[config.mk]
export PLATFORM = sky130hd
export DESIGN_NAME = rep_run_tracker
export DESIGN_NICKNAME = d
export VERILOG_FILES = /design/src/rtl/rep_run_tracker.sv
export SDC_FILE = /design/constraint.sdc
export NUM_CORES = 1
export LEC_CHECK = 0
export CORE_UTILIZATION = 43
export CTS_BUF_LIST = sky130_fd_sc_hd__clkbuf_8
export DETAILED_ROUTE_END_ITERATION = 10
export PLACE_DENSITY = 0.75
export SLEW_MARGIN = 20
export SYNTH_ARGS = -nofsm -noshare
export SYNTH_HDL_FRONTEND = slang
export SYNTH_SLANG_ARGS = --single-unit
[constraint.sdc]
create_clock -name clk -period 7.5 [get_ports clk]
set_clock_uncertainty 0.15 [all_clocks]
set_input_delay 0.75 -clock clk [delete_from_list [all_inputs] [get_ports clk]]
set_output_delay 0.75 -clock clk [all_outputs]
set_load 0.005 [all_outputs]
[src/rtl/rep_run_tracker.sv]
// Run tracker: holds the current run value and length, judges each sample
// against the expected continuation and reports completion or violation.
// Outputs complete/violate/done_value are combinational for the sample
// presented this cycle; the FSM registers them.
module rep_run_tracker #(
    parameter int W    = 4,
    parameter int REP  = 5,
    parameter int MAXV = 11
) (
    input  logic         clk,
    input  logic         rst,
    input  logic         valid,
    input  logic         start,
    input  logic         track,
    input  logic [W-1:0] sample,
    output logic         complete,
    output logic         violate,
    output logic [W-1:0] done_value
);

    localparam logic [3:0]   REP_L  = 4'(REP);
    localparam logic [W-1:0] MAXV_L = W'(MAXV);

    logic [W-1:0] cur;
    logic [3:0]   run_len;
    logic [W-1:0] cur_nxt;
    logic [3:0]   len_inc;
    logic         in_run;
    logic         match;

    assign cur_nxt = (cur == MAXV_L) ? '0 : cur + W'(1);
    assign len_inc = run_len + 4'd1;
    assign in_run  = (run_len < REP_L);

    // Judge the incoming sample: repeat of cur while the run is short, else the next value.
    always_comb begin
        match      = in_run ? (sample == cur) : (sample == cur_nxt);
        complete   = 1'b0;
        violate    = 1'b0;
        done_value = cur;
        if (valid) begin
            if (start) begin
                complete   = (REP_L == 4'd1);
                done_value = sample;
            end else if (track) begin
                if (!match) begin
                    violate = 1'b1;
                end else if (in_run) begin
                    complete   = (len_inc == REP_L);
                    done_value = cur;
                end else begin
                    complete   = (REP_L == 4'd1);
                    done_value = cur_nxt;
                end
            end
        end
    end

    // Advance the run registers on accepted samples; a violation drops the run.
    always_ff @(posedge clk) begin
        if (rst) begin
            cur     <= '0;
            run_len <= '0;
        end else if (valid) begin
            if (start) begin
                cur     <= sample;
                run_len <= 4'd1;
            end else if (track) begin
                if (!match) begin
                    run_len <= '0;
                end else if (in_run) begin
                    run_len <= len_inc;
                end else begin
                    cur     <= cur_nxt;
                    run_len <= 4'd1;
                end
            end
        end
    end

endmodule

==> summary.md <==
| Metric | Value |
|---|---|
| DRT iter0 DRCs | 51 |
| DP Area | between 1000 and 1500 um^2 |
| Hpwl dp | 1667 um |
| Leak | approximately 0.4 nW |
| Slowest stage delay, CP | between 600 and 700 ps |
| CP startpoint kind | flip-flop |
| Max-slew violations | 0 |
| Critical-path top delay cell | xor2_1 |
| Final instance area | between 1000 and 1500 um^2 |
| Critical Path AT | ~3200 ps |
| Die X-Extent | around 47 um |
| Mapped Nets | between 100 and 150 |
| Top Ports | 15 |
| Num rows | 16 |
| Tightest Pin Transition | about 700 ps |
| Fill count | a little under 200 |
| Fin Setup TNS | 0 ps |
| Via count | slightly above 900 |
| Routed wl met3 | between 150 and 200 um |
| Worst-path maximum fanout | 9 |
| Vias per cell | between 5 and 6 |
| Status | finished clean |
| CP endpoint kind | output pin |
| Resize count post-CTS | 0 |
| CTS Buf Count | 3 |
| M1 wire length | 990 um |
| DR DRC count | 0 |
| Critical path class | flip-flop to output pin |
| Power per Cell Area | around 140 nW/um^2 |
| Antenna violations before repair | 0 |
| Synthesis-stage register bit count | 8 |
| Yosys Warn Count | 0 |
| Initial Util | a little under half |
| DR top layer | met4 |
| Synth Flop Type | dfxtp_1 |
| Pre-antenna DRT Iters | 4 |
| CP bufs+invs | 2 |
| Crit-path leading delay family | XOR/XNOR gates |
| CTS Hold Buffers Added | 0 |
| # Max-Cap Violations | 0 |
| Hold Violations, Final | 0 |
| Unique masters post-synth | 44 |
| RePlAce Congestion | 0.8681 |
| Total Nets Final | about 140 |
| Routed WL per cell | roughly 15 um |
| Largest net degree at the start of global routing | 14 |
| RSZ-0062 raised after global routing | false |
| IO Port Bufs | 14 |
| ANT cells | 0 |
| Post-synth EDFFs | 0 |
| Number of setup buffers added after CTS | 0 |
| Period utilisation layout | about 54% |
| Share of layout cells above drive strength 1 | 11.11% |
| Hold Crit Class | flip-flop to flip-flop |
| CTS tree | built |
| First-pass GRT wire length | around 3200 um |
| Max Fclk | 0.2470 GHz |
| Total grt overflow | 0 |
| Antenna Nets Post-Route | 0 |
| Clk slew on worst S/H paths | around 40 ps |
| GR Util All Layers | between 20% and 30% |
| Slew headroom | 53.14% |
| Worst Path Required | approximately 6600 ps |
| CTS Sinks | 8 |
| Clk Latency, worst-skew pair | 230 ps |
| Synth Instances | about 120 |
| Final setup viols | 0 |
| Final min period | roughly 4000 ps |
| Cell breakdown of the critical path | inv_1 > ha_1 > and2b_2 > o21ai_1 > mux2i_1 > xor2_1 > a41o_1 > a21oi_1 > clkdlybuf4s50_1 |
| Post-synthesis sequential area ratio | between 10% and 20% |
| Layout area overhead | 18.67% |
| CTS root buffer | clkbuf_8 |
| Syn Area/Cell | around 7.7 um^2 |
| Core ar. | about 1900 um^2 |
| Die ar. | roughly 2200 um^2 |
| CTS H-Tree Depth | 1 |
| Max VDD drop | 0.00008418 V |
| Mapped Area | between 800 and 900 um^2 |
| CTS Buffer Depth | 2 |
| Vias in the first global route | between 700 and 800 |
| Chip Height | around 47 um |
| Post-synth ARST share | 0% |
| Met2 WL post-DR | between 1000 and 1500 um |
| Final WL | roughly 2200 um |
power breakdown:
group	internal [mW]	leakage (nW)	switching (mW)
sequential	0.0448	0.0655	0.00348
clock	0.0349	0.0216	0.0183
combinational	0.0186	0.308	0.0230
total	0.0982	0.395	0.0448
flip-flops by register name (all words and copies together) (netlist names):
register and flops:
cur 4, run_len 4
final cells by class:
type / instances / area [um^2] / area share, %
flip-flops and latches: 8 / 160.2 / 15.26
multi-input cells: 95 / 651.9 / 62.10
well taps: 27 / 33.78 / 3.218
clock buffers: 3 / 41.29 / 3.933
inverters: 6 / 22.52 / 2.145
repair buffers: 14 / 140.1 / 13.35
cells in the final DEF, fill, tap and decap left out, types with 5 or more instances in the layout:
master,count
inv_1,6
clkdlybuf4s50_1,14
nand2_1,15
nand3_1,5
dfxtp_1,8
a31oi_1,6
nand4_1,5
a21oi_1,6
nor2_1,8
per-stage QoR:
stage	setup slack [ps]	util (%)	cells	hold WS, ps	total power [mW]
after floorplan	4445	-	115	311.4	0.07608
after global placement	3714	51.93	150	326.3	0.08864
after detailed placement	3704	51.93	150	337.1	0.08947
after CTS	3497	54.06	153	343.5	0.1433
after global routing	3271	54.06	153	375.2	0.1492
final	3451	54.06	153	343.2	0.1430
path summary, 6_finish.rpt:
check	from	to	slack (ps)	depth (start not counted)
min reg2reg	run_len[2]$_SDFFE_PP0P_	run_len[2]$_SDFFE_PP0P_	340	2
max reg2reg	run_len[0]$_SDFFE_PP0P_	run_len[0]$_SDFFE_PP0P_	4710	8
min	run_len[2]$_SDFFE_PP0P_	run_len[2]$_SDFFE_PP0P_	340	2
max	run_len[0]$_SDFFE_PP0P_	done_value[0]	3450	9
logic make-up after synthesis:
family          share of synthesized area (%)
xor+xnor                                5.942
compound gates                          26.73
flops                                   18.10
fa+ha+maj                               5.658
mux                                     1.132
buf+inv                                 8.201
simple gates                            34.23
worst register-to-register path, delay by kind of cell (launching register included):
family                   cells  cell delay [ps]
AND/OR/NAND/NOR              1              240
flip-flops                   1              320
AO/OA/AOI/OAI                3              640
multiplexers                 1              380
XOR/XNOR                     1              610
buffers and inverters        1              150
adder cells (fa/ha/maj)      1              200
cells in the mapped netlist, types with 2 or more instances:
| library cell | instances | area, um^2 |
|---|---|---|
| nor3_1 | 3 | 15.01 |
| nand3_1 | 5 | 25.02 |
| o41ai_1 | 3 | 26.28 |
| nor2_1 | 8 | 30.03 |
| and3_1 | 2 | 12.51 |
| nand4_1 | 5 | 31.28 |
| a211oi_2 | 2 | 25.02 |
| o21ai_0 | 4 | 20.02 |
| xnor2_1 | 3 | 26.28 |
| ha_1 | 4 | 50.05 |
| nand2_1 | 15 | 56.30 |
| nor2b_1 | 3 | 18.77 |
| and2b_2 | 2 | 17.52 |
| xor2_1 | 3 | 26.28 |
| a31oi_1 | 6 | 37.54 |
| inv_1 | 6 | 22.52 |
| a21oi_1 | 6 | 30.03 |
| dfxtp_1 | 8 | 160.2 |
| o21ai_1 | 2 | 10.01 |
metal layers:
metal / vias to the layer above / global-route usage, %
met3: 4 / 3.462
li1: 452 / -
met2: 37 / 30.68
met1: 419 / 29.55
met4: 0 / 8.000
met5: - / 0
No activity file was read; power rests on OpenSTA's default activity.
